[src/rtl/nibble_serial_sub_if.sv]
// Operand/result handshake bundle for the nibble-serial subtractor.
// The master drives the operands and out_ready; the slave is the subtractor.
interface nibble_serial_sub_if #(
  parameter int unsigned WIDTH = 16
);
  logic             in_valid;
  logic             in_ready;
  logic [WIDTH-1:0] a;
  logic [WIDTH-1:0] b;
  logic             bin;
  logic             out_valid;
  logic             out_ready;
  logic [WIDTH-1:0] d;
  logic             bout;
  logic             busy;

  modport master (
    output in_valid, a, b, bin, out_ready,
    input  in_ready, out_valid, d, bout, busy
  );

  modport slave (
    input  in_valid, a, b, bin, out_ready,
    output in_ready, out_valid, d, bout, busy
  );
endinterface

[src/rtl/nibble_serial_sub.sv]
// Sequential D = A - B - BIN, one 4-bit borrow-lookahead slice per clock, LSB first.
// Define NSUB_SAT_EN to clamp the difference to zero when the final borrow is set.
module nibble_serial_sub #(
  parameter int unsigned WIDTH = 16
) (
  input  logic                clk,
  input  logic                rst,
  nibble_serial_sub_if.slave  bus
);
  localparam int unsigned NS = WIDTH / 4;
  localparam int unsigned CW = (NS > 1) ? $clog2(NS) : 1;
  localparam int unsigned IW = (WIDTH > 4) ? $clog2(WIDTH) : 2;

  if ((WIDTH % 4) != 0) begin : g_width_chk
    $error("nibble_serial_sub: WIDTH must be a multiple of 4");
  end

  typedef enum logic [1:0] {S_IDLE, S_RUN, S_DONE} state_t;

  state_t           state_q, state_d;
  logic             in_ready_q, in_ready_d;
  logic             out_valid_q, out_valid_d;
  logic             busy_q, busy_d;
  logic [WIDTH-1:0] a_q, b_q, d_q;
  logic             br_q, bout_q;
  logic [CW-1:0]    cnt_q;

  logic [IW-1:0]    sidx;
  logic [3:0]       sa, sb, sg, sp, sdiff;
  logic [4:0]       sbr;
  logic             last;

  // Current slice: every borrow formed directly from g/p and the registered borrow-in
  always_comb begin
    sidx   = IW'({cnt_q, 2'b00});
    sa     = a_q[sidx +: 4];
    sb     = b_q[sidx +: 4];
    sg     = ~sa & sb;
    sp     = ~(sa ^ sb);
    sbr[0] = br_q;
    sbr[1] = sg[0] | (sp[0] & br_q);
    sbr[2] = sg[1] | (sp[1] & sg[0]) | (sp[1] & sp[0] & br_q);
    sbr[3] = sg[2] | (sp[2] & sg[1]) | (sp[2] & sp[1] & sg[0])
           | (sp[2] & sp[1] & sp[0] & br_q);
    sbr[4] = sg[3] | (sp[3] & sg[2]) | (sp[3] & sp[2] & sg[1])
           | (sp[3] & sp[2] & sp[1] & sg[0]) | (&sp & br_q);
    sdiff  = sa ^ sb ^ sbr[3:0];
    last   = (cnt_q == CW'(NS - 1));
  end

  // State register with registered handshake outputs
  always_ff @(posedge clk or posedge rst) begin
    if (rst) begin
      state_q     <= S_IDLE;
      in_ready_q  <= 1'b1;
      out_valid_q <= 1'b0;
      busy_q      <= 1'b0;
    end else begin
      state_q     <= state_d;
      in_ready_q  <= in_ready_d;
      out_valid_q <= out_valid_d;
      busy_q      <= busy_d;
    end
  end

  // Next-state logic
  always_comb begin
    state_d = state_q;
    case (state_q)
      S_IDLE:  if (bus.in_valid) state_d = S_RUN;
      S_RUN:   if (last)         state_d = S_DONE;
      S_DONE:  if (bus.out_ready) state_d = S_IDLE;
      default: state_d = S_IDLE;
    endcase
  end

  // Output decode of the upcoming state, captured by the state register
  always_comb begin
    in_ready_d  = 1'b0;
    out_valid_d = 1'b0;
    busy_d      = 1'b0;
    case (state_d)
      S_IDLE:  in_ready_d  = 1'b1;
      S_RUN:   busy_d      = 1'b1;
      S_DONE: begin
        out_valid_d = 1'b1;
        busy_d      = 1'b1;
      end
      default: in_ready_d = 1'b1;
    endcase
  end

  // Operand capture and slice write-back
  always_ff @(posedge clk or posedge rst) begin
    if (rst) begin
      a_q    <= '0;
      b_q    <= '0;
      d_q    <= '0;
      br_q   <= 1'b0;
      bout_q <= 1'b0;
      cnt_q  <= '0;
    end else begin
      if (state_q == S_IDLE && bus.in_valid) begin
        a_q   <= bus.a;
        b_q   <= bus.b;
        br_q  <= bus.bin;
        cnt_q <= '0;
      end else if (state_q == S_RUN) begin
        d_q[sidx +: 4] <= sdiff;
        br_q           <= sbr[4];
        cnt_q          <= cnt_q + CW'(1);
        if (last) begin
          bout_q <= sbr[4];
`ifdef NSUB_SAT_EN
          if (sbr[4]) d_q <= '0;
`else
`endif
        end
      end
    end
  end

  assign bus.in_ready  = in_ready_q;
  assign bus.out_valid = out_valid_q;
  assign bus.busy      = busy_q;
  assign bus.d         = d_q;
  assign bus.bout      = bout_q;
endmodule
[src/flat_wrapper.sv]
// flat-port wrapper written by rule: the top's interface ports become plain ports
module nibble_serial_sub_flat 
#(
  parameter int unsigned WIDTH = 16
)
  (clk, rst, bus_in_valid, bus_a, bus_b, bus_bin, bus_out_ready, bus_in_ready, bus_out_valid, bus_d, bus_bout, bus_busy);
  nibble_serial_sub_if #(.WIDTH(WIDTH)) bus_i ();
  input  logic clk;
  input  logic rst;
  input wire logic [$bits(bus_i.in_valid)-1:0] bus_in_valid;
  input wire logic [$bits(bus_i.a)-1:0] bus_a;
  input wire logic [$bits(bus_i.b)-1:0] bus_b;
  input wire logic [$bits(bus_i.bin)-1:0] bus_bin;
  input wire logic [$bits(bus_i.out_ready)-1:0] bus_out_ready;
  output wire logic [$bits(bus_i.in_ready)-1:0] bus_in_ready;
  output wire logic [$bits(bus_i.out_valid)-1:0] bus_out_valid;
  output wire logic [$bits(bus_i.d)-1:0] bus_d;
  output wire logic [$bits(bus_i.bout)-1:0] bus_bout;
  output wire logic [$bits(bus_i.busy)-1:0] bus_busy;
  assign bus_i.in_valid = bus_in_valid;
  assign bus_i.a = bus_a;
  assign bus_i.b = bus_b;
  assign bus_i.bin = bus_bin;
  assign bus_i.out_ready = bus_out_ready;
  assign bus_in_ready = bus_i.in_ready;
  assign bus_out_valid = bus_i.out_valid;
  assign bus_d = bus_i.d;
  assign bus_bout = bus_i.bout;
  assign bus_busy = bus_i.busy;
  nibble_serial_sub #(.WIDTH(WIDTH)) u_core (.clk(clk), .rst(rst), .bus(bus_i));
endmodule
[config.mk]
export PLATFORM = sky130hd
export DESIGN_NAME = nibble_serial_sub_flat
export DESIGN_NICKNAME = d
export VERILOG_FILES = /design/src/rtl/nibble_serial_sub_if.sv /design/src/rtl/nibble_serial_sub.sv /design/src/flat_wrapper.sv
export SDC_FILE = /design/constraint.sdc
export NUM_CORES = 1
export LEC_CHECK = 0
export ABC_CLOCK_PERIOD_IN_PS = 3000
export CORE_AREA = 2 2 116 73
export DETAILED_ROUTE_END_ITERATION = 10
export DIE_AREA = 0 0 118 75
export PLACE_DENSITY = 0.62
export SLEW_MARGIN = 20
export SYNTH_ARGS = -nofsm -noshare
export SYNTH_HDL_FRONTEND = slang
export SYNTH_SLANG_ARGS = --single-unit
[constraint.sdc]
create_clock -name clk -period 3 [get_ports clk]
set_input_delay 0.3 -clock clk [delete_from_list [all_inputs] [get_ports clk]]
set_output_delay 0.3 -clock clk [all_outputs]
set_load 0.02 [all_outputs]
==> results of run 1 <==
==> power by group through the flow <==
stage               combinational [mW]  clock [mW]  sequential [mW]
floorplan                         1.40           0             1.37
global placement                  2.03           0             1.35
detailed placement                2.05           0             1.36
CTS                               2.06        1.20             1.35
global route                      2.27        1.24             1.39
finish                            2.04        1.17             1.34
==> final cells by class <==
class	count	share of cell area
multi-input cells	124	0.3000
inverters	13	0.01337
well taps	108	0.03702
clock buffers	11	0.06651
repair buffers	61	0.1639
flip-flops and latches	57	0.3912
clock inverters	5	0.02811
==> critical path: stages (launching register included) <==
cell      delay, ns
dfrtp_1        0.64
mux4_2         0.59
ha_1           0.30
a211oi_1       0.20
nor2_1         0.10
o311ai_2       0.36
a22o_1         0.19
==> final timing paths <==
check | start | end | slack, ns | cells after the start
max in group asynchronous | rst | u_core.b_q[0]$_DFFE_PP0P_ | 2.10 | 3
worst max register to register | u_core.cnt_q[0]$_DFFE_PP0P_ | u_core.bus.d[3]$_DFFE_PP0P_ | 0.54 | 6
min in group clk | u_core.bus.d[9]$_DFFE_PP0P_ | u_core.bus.d[9]$_DFFE_PP0P_ | 0.48 | 2
worst max-delay path | u_core.cnt_q[0]$_DFFE_PP0P_ | u_core.bus.d[3]$_DFFE_PP0P_ | 0.54 | 6
worst min register to register | u_core.bus.d[9]$_DFFE_PP0P_ | u_core.bus.d[9]$_DFFE_PP0P_ | 0.48 | 2
worst min-delay path | rst | u_core.bus.d[13]$_DFFE_PP0P_ | 0.29 | 2
==> per-stage QoR <==
| stage | instances | power [mW] |
|---|---|---|
| after floorplan | 200 | 2.771 |
| after CTS | 379 | 4.608 |
| after global placement | 363 | 3.383 |
| final | 379 | 4.551 |
| after global routing | 379 | 4.906 |
| after detailed placement | 363 | 3.406 |
==> metal layers <==
| metal | share of wire | wire length [µm] |
|---|---|---|
| met5 | 0 | 0 |
| met2 | 0.42 | 2257 |
| met3 | 0.066 | 352 |
| met1 | 0.50 | 2694 |
| met4 | 0.010 | 55 |
==> logic make-up (layout without fill, tap and decap cells) <==
| family | Yosys count | after routing | share of synthesized area |
|---|---|---|---|
| mux | 40 | 40 | 0.2078 |
| simple gates | 42 | 42 | 0.07504 |
| compound gates | 29 | 29 | 0.07407 |
| flops | 57 | 57 | 0.5488 |
| buf+inv | 19 | 90 | 0.03030 |
| fa+ha+maj | 12 | 12 | 0.06061 |
| xor+xnor | 1 | 1 | 0.003368 |
==> flip-flops by register name, indices dropped and copies added (netlist names) <==
name,count
u_core.bus.out_valid,1
u_core.bus.busy,1
u_core.bus.in_ready,1
u_core.bus.bout,1
u_core.a_q,16
u_core.cnt_q,2
u_core.bus.d,16
u_core.state_q,2
u_core.br_q,1
u_core.b_q,16
==> placed cells by master, fill, tap and decap left out, types with 2 or more instances in the layout <==
| cell type | synthesis | routed |
|---|---|---|
| o21ai_1 | 12 | 12 |
| inv_1 | 10 | 9 |
| a22o_1 | 5 | 5 |
| clkdlybuf4s50_1 | 0 | 56 |
| o21ai_0 | 3 | 3 |
| nand4_1 | 4 | 4 |
| buf_4 | 0 | 5 |
| dfrtp_1 | 56 | 56 |
| clkinv_1 | 3 | 3 |
| nand2_1 | 24 | 24 |
| nand2b_1 | 4 | 4 |
| a21o_1 | 2 | 2 |
| a211oi_1 | 2 | 2 |
| mux4_2 | 8 | 8 |
| ha_1 | 11 | 11 |
| bufinv_16 | 0 | 3 |
| clkbuf_16 | 0 | 9 |
| nor2_1 | 4 | 4 |
| mux2_2 | 32 | 32 |
==> results by group, run 1 <==
Outcome
  • Status: completed

Die
  • Initial Util: 0.3367
  • Die Area: 0.008850 mm²
  • Width of the die: 118 µm
  • IO Count: 57
  • Core area: 0.007726 mm²
  • DIE HEIGHT: 75 µm
  • Cell Rows: 25

Layout
  • Antenna fix cells: 0
  • Core Util, Final: 0.4724
  • Filler cells: 734
  • Multi-input logic area: 0.001095 mm²
  • Layout Cell Area excl Fill: 0.003650 mm²
  • Area growth syn-to-layout: 40.31%
  • Reg area: 0.001428 mm²
  • Layout cell share with drive strength beyond 1: 0.2362
  • NumNets Final: 315

Worst setup path
  • Worst Path Max Fanout: 9
  • Worst setup EP type: flip-flop
  • Critical path type: reg -> reg
  • CP arrival: 2.72 ns
  • Critical Path RT: 3.26 ns
  • CP Launch Type: flip-flop

Detailed routing
  • Final WL: 5359 µm
  • Avg WL per Cell: 14.14 µm
  • Iter 0 DRT Violations: 83
  • Antenna-violating nets left: 0
  • Drt drc: 0
  • DR pass1 iterations: 4
  • Avg Vias per Cell: 4.678
  • Via count: 1773

Timing
  • Final slew viol count: 0
  • Setup ws final: 0.5373 ns
  • Tightest hold margin: 0.2873 ns
  • Fmax: 406.1 MHz
  • Setup_tns: 0 ns
  • Final hold violation count: 0
  • Unrepaired setup endpoints after global routing: no
  • Tcrit/Tclk final: 0.8209
  • Least-Margin Pin Slew: 0.4960 ns
  • Tmin final: 2.463 ns
  • Clock skew: 0.005622 ns
  • Max-slew headroom: 0.6682
  • Final setup vio count: 0

Global route
  • Met2 Use GR: 0.1970
  • Total congestion overflow: 0
  • GRT busiest layer: met2
  • Grt met1 use: 0.1886
  • Initial antenna violation count: 0
  • Vias in the first global route: 1831
  • Met3 Use GR: 0.06136
  • First-pass GRT wire length: 9273 µm
  • Largest net degree at the start of global routing: 33
  • GRT Total Usage: 0.1392

Power and ir drop
  • Pwr/cell area: 1247 mW/mm²
  • Sw power: 1.621 mW
  • Comb pwr share: 0.448
  • Clk pwr share: 0.258
  • Leakage: 1.564 nW
  • Max VDD drop: 0.4198 mV
  • Sequential power share: 0.294
  • Cell Int Power: 2.930 mW
  • Switching Fraction: 0.3562

Clock network
  • CTS tree: yes
  • Hold_buf cts: 0
  • Clk sink count: 57
  • Clock root cell: clkbuf_16
  • Reg clk slew, reported paths: 0.05 ns
  • Htree depth: 3
  • Worst-case clock buffer depth: 2
  • Clock Latency Late Sink: 0.33 ns
  • Post-CTS setup buffers: 0
  • Post_cts resized: 0
  • CTS buffer count: 9

Logic synthesis
  • Syn_nets: 249
  • Top-count cell post-synth: dfrtp_1
  • Mapped cell area: 0.002601 mm²
  • Yosys cell types: 30
  • EDFF count, synth: 0
  • Most frequent cells after synthesis: dfrtp_1 (56), mux2_2 (32), nand2_1 (24)
  • Synth Warn #: 0
  • Asr flop ratio synth: 1.000
  • Yosys top cell area share: 0.5387
  • Synth area leaders: dfrtp_1 (54%), mux2_2 (14%), mux4_2 (6.9%)
  • Syn Area/Cell: 13.01 µm²
  • FF+latch count, synth: 57
  • Post-synth top area cell: dfrtp_1
  • Cell count after synthesis: 200
  • Main synth FF type: dfrtp_1
  • Seq/Total Area, Yosys: 0.5488

Flow run
  • Max cap viols: 0

Placement
  • Detail Placement HPWL: 3979 µm
  • DP Area: 0.003304 mm²
  • Place WS: 0.4929 ns
  • Placer Congestion: 0.8169
  • PortBufs: 56

Worst hold path
  • Hold Path Class: in -> async
(Power assumes the default switching activity.)
==> run 2, diff against run 1 <==
ABC_CLOCK_PERIOD_IN_PS = 2100   (was 3000)
PLACE_DENSITY = 0.64   (was 0.62)
clock period = 2.1 ns   (was 3 ns; I/O delays follow)
==> results by group, run 2 (synthesized netlist as in run 1, its figures left out) <==
Timing
  • Setup_tns: -0.2028 ns
  • Fmax: 463.4 MHz
  • Least-Margin Pin Slew: 0.4463 ns
  • Final setup vio count: 6
  • Clock skew: 0.007839 ns
  • Unrepaired setup endpoints after global routing: yes
  • Setup ws final: -0.05798 ns
  • Final slew viol count: 0
  • Max-slew headroom: 0.7020
  • Tcrit/Tclk final: 1.028
  • Final hold violation count: 0
  • Tmin final: 2.158 ns

Detailed routing
  • Final WL: 5675 µm
  • DR pass1 iterations: 4
  • Drt drc: 0
  • Iter 0 DRT Violations: 72
  • Avg Vias per Cell: 4.687
  • Via count: 1842
  • Avg WL per Cell: 14.44 µm
  • Antenna-violating nets left: 0

Layout
  • Filler cells: 674
  • Antenna fix cells: 0
  • Commonest cells after routing, fill and taps aside: clkdlybuf4s50_1 (56), dfrtp_1 (54), mux2_2 (32)
  • NumNets Final: 329
  • Area growth syn-to-layout: 48.20%
  • Layout cell share with drive strength beyond 1: 0.3439
  • Commonest non-fill, non-tap cell in the layout: clkdlybuf4s50_1
  • Layout Cell Area excl Fill: 0.003855 mm²
  • Final non-filler cell total: 393

Worst setup path
  • Critical path type: reg -> reg
  • Crit path buffers/inverters: 0
  • FF-to-FF path depth: 6
  • CP max stage delay: 0.56 ns
  • CP Cell Sequence: mux4_2 > ha_4 > a211oi_4 > nor2_2 > o311ai_4 > a22o_1
  • Critical Path RT: 2.35 ns
  • Worst path slowest cell: mux4_2
  • Largest delay share family, worst path: compound AO/OA/AOI/OAI gates
  • RR Endpoint: u_core.bus.d[3]$_DFFE_PP0P_
  • Worst setup EP type: flip-flop
  • CP Depth: 6
  • Worst Path Max Fanout: 5
  • Reg-to-reg setup timing slack: -0.06 ns
  • CP Launch Type: flip-flop
  • Reg2reg start: u_core.cnt_q[0]$_DFFE_PP0P_
  • CP arrival: 2.41 ns

Placement
  • Detail Placement HPWL: 4098 µm
  • DP Area: 0.003428 mm²
  • Placer Congestion: 0.7893
  • Place WS: -0.1436 ns
  • PortBufs: 56
  • Placed Cells: 372

Global route
  • First-pass GRT wire length: 9404 µm
  • Total congestion overflow: 0
  • Initial antenna violation count: 0
  • Vias in the first global route: 1824
  • GRT Total Usage: 0.1419
  • Largest net degree at the start of global routing: 39

Clock network
  • CTS buffer count: 9
  • Clock Latency Late Sink: 0.32 ns
  • Htree depth: 3
  • CTS tree: yes
  • Reg clk slew, reported paths: 0.05 ns
  • Clock root cell: clkbuf_16
  • Hold_buf cts: 0
  • Worst-case clock buffer depth: 2
  • Clk sink count: 57

Power and ir drop
  • Max VDD drop: 0.8352 mV
  • Leakage: 1.635 nW
  • Pwr/cell area: 1935 mW/mm²

Die
  • IO Count: 57
  • Width of the die: 118 µm
  • Core area: 0.007726 mm²
  • DIE HEIGHT: 75 µm
  • Cell Rows: 25
  • Initial Util: 0.3367
  • Die Area: 0.008850 mm²

Outcome
  • Failing checks: setup timing
  • Status: complete, but fails checks

Worst hold path
  • Hold Path Class: in -> async

Flow run
  • Max cap viols: 0
run 2: cell types whose count changed in the layout (fill, tap and decap cells not counted), moves of 3 or more:
cell,delta
buf_12,+3
ha_1,-4
bufinv_16,-3
o21ai_2,+6
buf_4,+9
o21ai_1,-4
ha_4,+4
inv_1,-3
run 2: worst max-delay path by stage:
stage,from,endpoint
global route,u_core.cnt_q[0]$_DFFE_PP0P_,u_core.bus.bout$_DFFE_PP0P_
floorplan,u_core.cnt_q[0]$_DFFE_PP0P_,u_core.bus.d[11]$_DFFE_PP0P_
global placement,u_core.cnt_q[1]$_DFFE_PP0P_,u_core.bus.d[7]$_DFFE_PP0P_
finish,u_core.cnt_q[0]$_DFFE_PP0P_,u_core.bus.d[3]$_DFFE_PP0P_
detailed placement,u_core.cnt_q[0]$_DFFE_PP0P_,u_core.bus.d[7]$_DFFE_PP0P_
CTS,u_core.cnt_q[0]$_DFFE_PP0P_,u_core.bus.d[3]$_DFFE_PP0P_
run 2: final cells by class:
| class | count | area [µm²] | share of cell area |
|---|---|---|---|
| timing repair buffer | 75 | 748.2 | 0.1941 |
| sequential | 57 | 1430 | 0.3710 |
| multi-input combinational | 124 | 1215 | 0.3152 |
| clock buffer | 13 | 260.3 | 0.06751 |
| tap | 108 | 135.1 | 0.03505 |
| clock inverter | 3 | 15.01 | 0.003895 |
| inverter | 13 | 51.30 | 0.01331 |
run 2: worst reg2reg max path, cell delays in order, from the launching register on:
cell and delay [ns]:
dfrtp_2 0.43, mux4_2 0.56, ha_4 0.25, a211oi_4 0.25, nor2_2 0.08, o311ai_4 0.33, a22o_1 0.19
run 2: routing by layer:
metal / GRT usage / routed length, µm
met5: 0 / 0
met3: 0.06667 / 390
met1: 0.1941 / 2832
met4: 0.03614 / 42
met2: 0.2048 / 2409
run 2: what timing repair did:
action                                  4_1_cts  5_1_grt
buffers inserted                              1        6
endpoints found under the setup margin       14       18
pin swaps                                     6       19
resized for setup                             6       18
run 2: metrics by stage:
step	hold slack, ns	total power [mW]	util
after detailed placement	0.4768	5.453	0.4437
after global placement	0.4684	5.357	0.4437
after CTS	0.2305	7.004	0.4847
after global routing	0.2614	7.981	0.4989
final	0.2149	7.458	0.4989
after floorplan	0.3185	4.125	-
run 2: report_power, final:
part	switching [mW]	internal (mW)
clock network	0.472	0.854
registers	0.304	1.60
logic	2.00	2.23
total	2.78	4.68
